[config.mk]
export PLATFORM = sky130hd
export DESIGN_NAME = periph_decode_arb
export DESIGN_NICKNAME = d
export VERILOG_FILES = /design/src/rtl/periph_decode_arb.sv
export SDC_FILE = /design/constraint.sdc
export NUM_CORES = 1
export LEC_CHECK = 0
export BUFFER_PORTS_ARGS = -buffer_cell sky130_fd_sc_hd__buf_4
export CORE_MARGIN = 3
export CORE_UTILIZATION = 47
export DETAILED_ROUTE_END_ITERATION = 6
export PLACE_DENSITY_LB_ADDON = 0.08
export REMOVE_ABC_BUFFERS = 1
export SLEW_MARGIN = 20
export SYNTH_ARGS = -nofsm -noshare
export SYNTH_HDL_FRONTEND = slang
export SYNTH_SLANG_ARGS = --single-unit
[constraint.sdc]
create_clock -name clk -period 3.5 [get_ports clk]
set_clock_uncertainty 0.1 [all_clocks]
set_input_delay 0.175 -clock clk [delete_from_list [all_inputs] [get_ports clk]]
set_output_delay 0.175 -clock clk [all_outputs]
set_load 0.1 [all_outputs]
[src/rtl/periph_decode_arb.sv]
// Arbitrates IFU/LSU requests onto one shared peripheral address decoder and
// returns a held, fault-checked select vector. Optional: PERIPH_ARB_OVERLAP_CHECK_EN.
module periph_decode_arb #(
  parameter int PA_BITS  = 56,
  parameter int NREGIONS = 8
) (
  input  logic                clk,
  input  logic                reset,
  input  logic                IFUReq,
  input  logic [PA_BITS-1:0]  IFUAdr,
  input  logic [1:0]          IFUSize,
  output logic                IFUGnt,
  input  logic                LSUReq,
  input  logic [PA_BITS-1:0]  LSUAdr,
  input  logic [1:0]          LSUSize,
  input  logic                LSUWrite,
  output logic                LSUGnt,
  output logic [PA_BITS-1:0]  DecAdr,
  output logic [1:0]          DecSize,
  output logic                DecWrite,
  input  logic [NREGIONS-1:0] DecSel,
  output logic                RspValid,
  output logic                RspOwner,
  output logic [NREGIONS-1:0] RspSel,
  output logic                RspFault,
  input  logic                RspReady
);

  localparam logic [1:0] IDLE   = 2'd0;
  localparam logic [1:0] DECODE = 2'd1;
  localparam logic [1:0] RESP   = 2'd2;

  logic [1:0] state;
  logic [1:0] starve_cnt;
  logic       lat_owner;
  logic       lsu_win;
  logic       ifu_win;
  logic       sel_none;
  logic       sel_multi;
  logic       fault_now;

  // LSU normally wins; after two contested LSU wins in a row the IFU gets a turn.
  always_comb begin
    lsu_win = 1'b0;
    ifu_win = 1'b0;
    if (state == IDLE && !reset) begin
      lsu_win = LSUReq && !(IFUReq && (starve_cnt == 2'd2));
      ifu_win = IFUReq && !lsu_win;
    end
  end

  assign IFUGnt   = ifu_win;
  assign LSUGnt   = lsu_win;
  assign RspValid = (state == RESP);

  always_comb begin
    sel_none = (DecSel == '0);
`ifdef PERIPH_ARB_OVERLAP_CHECK_EN
    sel_multi = ((DecSel & (DecSel - NREGIONS'(1))) != '0);
`else
    sel_multi = 1'b0;
`endif
    fault_now = sel_none | sel_multi;
  end

  always_ff @(posedge clk) begin
    if (reset) begin
      state      <= IDLE;
      starve_cnt <= 2'd0;
      lat_owner  <= 1'b0;
      DecAdr     <= '0;
      DecSize    <= 2'd0;
      DecWrite   <= 1'b0;
      RspOwner   <= 1'b0;
      RspSel     <= '0;
      RspFault   <= 1'b0;
    end else begin
      case (state)
        IDLE: begin
          if (lsu_win) begin
            DecAdr    <= LSUAdr;
            DecSize   <= LSUSize;
            DecWrite  <= LSUWrite;
            lat_owner <= 1'b1;
            if (IFUReq && (starve_cnt != 2'd2))
              starve_cnt <= starve_cnt + 2'd1;
            state <= DECODE;
          end else if (ifu_win) begin
            DecAdr     <= IFUAdr;
            DecSize    <= IFUSize;
            DecWrite   <= 1'b0;
            lat_owner  <= 1'b0;
            starve_cnt <= 2'd0;
            state      <= DECODE;
          end
        end
        DECODE: begin
          RspOwner <= lat_owner;
          RspSel   <= fault_now ? '0 : DecSel;
          RspFault <= fault_now;
          state    <= RESP;
        end
        RESP: begin
          if (RspReady)
            state <= IDLE;
        end
        default: state <= IDLE;
      endcase
    end
  end

endmodule

==> out/results.txt, run 1 <==
status = completed
most frequent cells in the layout = 207 x buf_4, 74 x dfxtp_1, 73 x a21oi_1, 60 x nand3_1, 58 x a311oi_1
leading area contributor after synthesis = dfxtp_1
Post-synth ARST share = 0%
Net Sw Power = 1.14 mW
Most used DFF post-synth = dfxtp_1
IO Pins = 202
RSZ-0062 raised after global routing = false
Worst IR Drop VDD = 0.000310 V
part of the power in the clock network = 21.4%
die span in y = 91.7 µm
1st-iter DRT viols = 344
max cap viols = 0
top post-synthesis cells by area = dfxtp_1 43%, a311oi_1 15%, a21oi_1 11%
Post-Place Cell Area = 4890 µm²
clock root buffer = clkbuf_8
combinational share of power = 41.7%
Final setup viols = 0
CP dominant cell by count = buf_4
WP buf/inv = 2
Row Count = 30
Layout Nets = 727
layout cells sized above 1 = 37.9%
CP endpoint kind = primary output
setup TNS = 0 ns
Crit path max-delay family = simple AND/OR/NAND/NOR gates
antenna violations before repair = 0
number of flops mapped to enable cells by yosys = 0
core footprint = 6940 µm²
Congestion Overflow GR = 0
Worst Max-Slew Pin Slew = 0.859 ns
vias in the first global route = 3,834
register area share after synthesis = 42.9%
Final Hold Fails = 0
period utilization = 68.2%
Port-buffer cells = 201
Routed Wire Length = 11,900 µm
Area Growth Syn to Fin = 49.1%
Crit-path slowest cell = or3_2
Data arrival, critical path = 2.11 ns
most common cell after layout, fill and taps aside = buf_4
Sw Ratio = 43.6%
CTS Sinks = 74
yosys warns = 0
Clk pin slew, worst setup/hold paths = 0.08 ns
WS Path Type = reg2out
Fill cells = 559
# DRC = 0
Num CTS Buffers = 9
crit path cell chain = or3_2 -> buf_4 -> nor2_1 -> buf_4
max incr delay on CP = 0.53 ns
total number of vias = 4,071
GRT Resource Usage Total = 27.2%
vias per inst = 5.86
Final Power = 2.62 mW
post-synth top area share = 42.9%
post-synth cell types = 28
R2R Setup Slk = 1.26 ns
WP data required = 3.22 ns
Syn Area/Cell = 8.19 µm²
CTS HTree Levels = 3
static leakage = 2.10 nW
clock buffer depth = 2
first-pass GRT wire length = 18,900 µm
fin crit period = 2.39 ns
Die X = 91.7 µm
Slew Viols, Final = 0
post-route cell area = 5150 µm²
synthesized instance count = 422
Resized Gates After CTS = 0
Post-DP HPWL = 7720 µm
die area = 8410 µm²
largest net degree at the start of global routing = 88
CTS tree = built
Avg WL per Cell = 17.2 µm
Startpoint Class = flop
Min-Delay Path Class = in2reg
Non-Filler Instances = 695
Max-Slew Margin vs Limit = 42.7%
Mapped Area = 3450 µm²
worst-path fanout max = 60
Detail Route Antenna Nets = 0
GP Congestion = 0.776
Post-Place Cells = 671
P_int = 1.48 mW
fmax = 419 MHz
Seq pwr share = 36.8%
DRT Pass-1 Iters = 5
synthesized flop and latch total = 74
PD cells = 508 nW/µm²
Clock Latency Late Sink = 0.33 ns
Ant. Diodes = 0
initial core utilization = 49.7%
-- power groups by stage --
stage                     registers, mW  clock network (mW)  logic [mW]
after floorplan                    1.50                   0       0.248
after global placement            0.980                   0        1.07
after detailed placement          0.981                   0        1.08
after CTS                         0.964               0.573        1.09
after global routing              0.973               0.621        1.14
final                             0.965               0.561        1.09
-- timing repair --
action | in CTS | in global routing
hold endpoints to repair | 10 | 0
buffers inserted | 0 | 0
hold buffers | 10 | 0
-- logic make-up (layout without fill, tap and decap cells) --
| logic type | Yosys count | count (layout) | synth area share, % |
|---|---|---|---|
| compound gates | 193 | 193 | 34.7 |
| fa+ha+maj | 1 | 1 | 0.362 |
| flops | 74 | 74 | 42.9 |
| simple gates | 96 | 96 | 13.8 |
| buf+inv | 58 | 235 | 8.22 |
-- metal layers --
metal	up-vias	track usage [%]	wire, µm
met1	1874	35.1	4740
li1	1952	-	-
met3	20	7.14	1200
met2	225	43.7	5770
met5	-	0	0
met4	0	9.65	215
-- worst paths after layout --
path                            depth (start not counted)    endpoint           from
worst min register to register                          2   RspSel[4]      RspSel[4]
worst max register to register                          6   DecAdr[0]  starve_cnt[0]
worst max-delay path                                    4      LSUGnt       state[1]
worst min-delay path                                    3  DecAdr[16]     LSUAdr[16]
-- worst min-delay path: stages --
cell,delay [ns]
buf_4,0.11
nand3_1,0.06
a311oi_1,0.08
-- sequential cells by signal, summed over array words and instances, names as in the netlist --
name        count
DecAdr         56
DecSize         2
DecWrite        1
state           2
RspOwner        1
RspSel          8
starve_cnt      2
RspFault        1
lat_owner       1
-- Yosys cell counts (2+ instances only) --
library cell and count:
nor4_1 2, inv_1 3, nor2b_1 2, buf_2 25, o21ai_1 6, nor2_1 2
nand2_1 21, buf_4 5, clkbuf_1 22, a21oi_1 73, nand3_1 60, a311oi_1 58
buf_6 2, dfxtp_1 74, o21ai_0 53, nand2b_1 2
-- through the flow --
| step | worst slack (ns) | hold WS, ns | util [%] |
|---|---|---|---|
| after floorplan | -3.49 | 0.144 | - |
| after CTS | 1.10 | 0.0120 | 74.1 |
| after global placement | 1.33 | 0.335 | 70.4 |
| after global routing | 0.990 | 0.0177 | 74.2 |
| after detailed placement | 1.28 | 0.343 | 70.4 |
| final | 1.11 | 0.0229 | 74.2 |
-- area by class of cell --
| cell class | instances | area [µm²] | area share (%) |
|---|---|---|---|
| Multi-Input combinational cell | 290 | 1710 | 33.1 |
| Inverter | 3 | 11.3 | 0.219 |
| Sequential cell | 74 | 1480 | 28.8 |
| Clock inverter | 3 | 17.5 | 0.340 |
| Clock buffer | 11 | 141 | 2.74 |
| Timing Repair Buffer | 218 | 1670 | 32.5 |
| Tap cell | 96 | 120 | 2.33 |
(Power assumes the default switching activity.)
==> run 2: changes to the inputs <==
ABC_AREA = 1   (was default)
CORE_UTILIZATION = 42   (was 47)
clock period = 2.1 ns   (was 3.5 ns; I/O delays follow)
==> out/results.txt, run 2 <==
PD cells = 761 nW/µm² (+50%)
Die X = 105 µm (+15%)
r2r worst-path depth = 9 (+3)
worst hold slack = 0.00627 ns (-0.0166 ns)
Non-Filler Instances = 993 (+43%)
count leader, synth = nor2_1
layout cells sized above 1 = 26.6% (-11 points)
GP Congestion = 0.768 (-1.0%)
post-route cell area = 6310 µm² (+22%)
Post-DP HPWL = 8270 µm (+7.2%)
vias per inst = 4.48 (-24%)
top post-synthesis cells by area = dfxtp_1 36%, o21bai_1 21%, nor2_1 17%
Post-CTS Setup Bufs = 0 (unchanged)
Post-synth ARST share = 0% (unchanged)
core footprint = 9420 µm² (+36%)
biggest regs = DecAdr (56), RspSel (8)
Post-Place Cells = 941 (+40%)
worst-path fanout max = 4 (-93%)
antenna violations before repair = 0 (unchanged)
WHS Path Cells = 5 (+2)
fin crit period = 1.88 ns
Max-Slew Margin vs Limit = 60.6% (+18 points)
die span in y = 105 µm (+15%)
number of flops mapped to enable cells by yosys = 0 (unchanged)
largest net degree at the start of global routing = 63 (-28%)
WS Path Type = reg2out
CP endpoint kind = primary output
clock root buffer = clkbuf_8
static leakage = 3.58 nW (+71%)
WP data required = 1.89 ns (-1.33 ns)
Layout Nets = 990 (+36%)
clock buffer depth = 2 (unchanged)
post-synth top area share = 35.8% (-7.1 points)
synthesized flop and latch total = 74 (unchanged)
DRT Pass-1 Iters = 4 (-1)
Final Hold Fails = 0 (unchanged)
1st-iter DRT viols = 184 (-47%)
synthesized instance count = 641 (+52%)
Row Count = 35 (+17%)
Slew Viols, Final = 0 (unchanged)
vias in the first global route = 4,280 (+12%)
RSZ-0062 raised after global routing = false
GRT Resource Usage Total = 21.1% (-6.0 points)
Worst IR Drop VDD = 0.000359 V (+16%)
Worst Max-Slew Pin Slew = 0.590 ns (-0.269 ns)
CTS HTree Levels = 3 (unchanged)
yosys warns = 0 (unchanged)
IO Pins = 202 (unchanged)
Syn Area/Cell = 6.46 µm² (-21%)
Final Power = 4.80 mW (+83%)
total number of vias = 4,446 (+9.2%)
Most used DFF post-synth = dfxtp_1
Area Growth Syn to Fin = 52.4%
Mapped Area = 4140 µm² (+20%)
initial core utilization = 44.0% (-5.8 points)
Detail Route Antenna Nets = 0 (unchanged)
most common cell after layout, fill and taps aside = buf_4
Commonest cells post-synth = 192 x nor2_1, 123 x inv_1, 116 x o21bai_1
post-synth cell types = 19 (-32%)
most frequent cells in the layout = 207 x buf_4, 191 x nor2_1, 123 x inv_1, 116 x o21bai_1, 74 x dfxtp_1
Clock Latency Late Sink = 0.35 ns (+0.02 ns)
Port-buffer cells = 201 (unchanged)
leading area contributor after synthesis = dfxtp_1
Final setup viols = 0 (unchanged)
fmax = 532 MHz
status = completed
max cap viols = 0 (unchanged)
Congestion Overflow GR = 0 (unchanged)
# DRC = 0 (unchanged)
Routed Wire Length = 12,000 µm (+0.84%)
most flop-heavy register = DecAdr
first-pass GRT wire length = 19,500 µm (+3.5%)
Clk pin slew, worst setup/hold paths = 0.08 ns (about the same)
Post-Place Cell Area = 5720 µm² (+17%)
Startpoint Class = flop
max reg flops = 56 (unchanged)
Min-Delay Path Class = in2reg
CTS tree = built
period utilization = 89.5%
Data arrival, critical path = 1.67 ns (-0.44 ns)
die area = 11,100 µm² (+32%)
Num CTS Buffers = 9 (unchanged)
register area share after synthesis = 35.8% (-7.1 points)
CTS Sinks = 74 (unchanged)
Ant. Diodes = 0 (unchanged)
Avg WL per Cell = 12.1 µm (-29%)
-- run 2: repair_timing --
action / in CTS / in global routing
resized for setup: 0 / 2
endpoints found under the setup margin: 0 / 1
hold buffers: 36 / 0
endpoints found under the hold margin: 38 / 0
-- run 2: cell type report --
type                       count  area, µm²
sequential                    74       1480
clock inverter                 6       91.3
multi-input combinational    404       2020
tap                          129        161
fill                         848       3110
clock buffer                  10        128
inverter                     124        465
timing repair buffer         246       1970
-- run 2: path summary, 6_finish.rpt --
kind | startpoint | slack (ns) | endpoint
worst max-delay path | starve_cnt[0] | 0.22 | LSUGnt
worst min-delay path | LSUAdr[53] | 0.006 | DecAdr[53]
worst max register to register | starve_cnt[0] | 0.34 | DecAdr[37]
worst min register to register | lat_owner | 0.37 | lat_owner
-- run 2: report_power, final --
| group | switching, mW | internal (mW) | total [mW] |
|---|---|---|---|
| Clock | 0.552 | 0.671 | 1.22 |
| Combinational | 1.40 | 0.570 | 1.97 |
| Sequential | 0.0707 | 1.54 | 1.61 |
-- run 2: logic make-up (layout without fill, tap and decap cells) --
kind of cell	after synthesis	after routing	synth area share (%)
compound gates	135	135	23.6
fa+ha+maj	1	1	0.302
buf+inv	163	386	15.5
flops	74	74	35.8
simple gates	268	268	24.8
-- run 2: stage by stage --
| step | TNS (ns) | setup slack [ns] | util (%) |
|---|---|---|---|
| finish | 0 | 0.221 | 67.0 |
| global route | 0 | 0.0772 | 67.0 |
| CTS | 0 | 0.0982 | 67.0 |
| detailed placement | 0 | 0.376 | 60.8 |
| global placement | 0 | 0.450 | 60.8 |
| floorplan | -68.19 | -1.09 | - |
-- run 2: metal layers --
layer  GRT usage (%)  part of all wire [%]  up-vias
met5               0                     0        -
met2            35.1                    48      152
li1                -                     -     2354
met4            7.31                   2.1        0
met1            26.2                    42     1919
met3            6.00                   7.2       21
-- run 2: critical path, stage by stage, from the launching register on --
cell,delay [ns]
dfxtp_1,0.33
inv_1,0.06
ha_1,0.20
nand2_1,0.11
nand2_2,0.11
nor2_2,0.25
buf_6,0.27
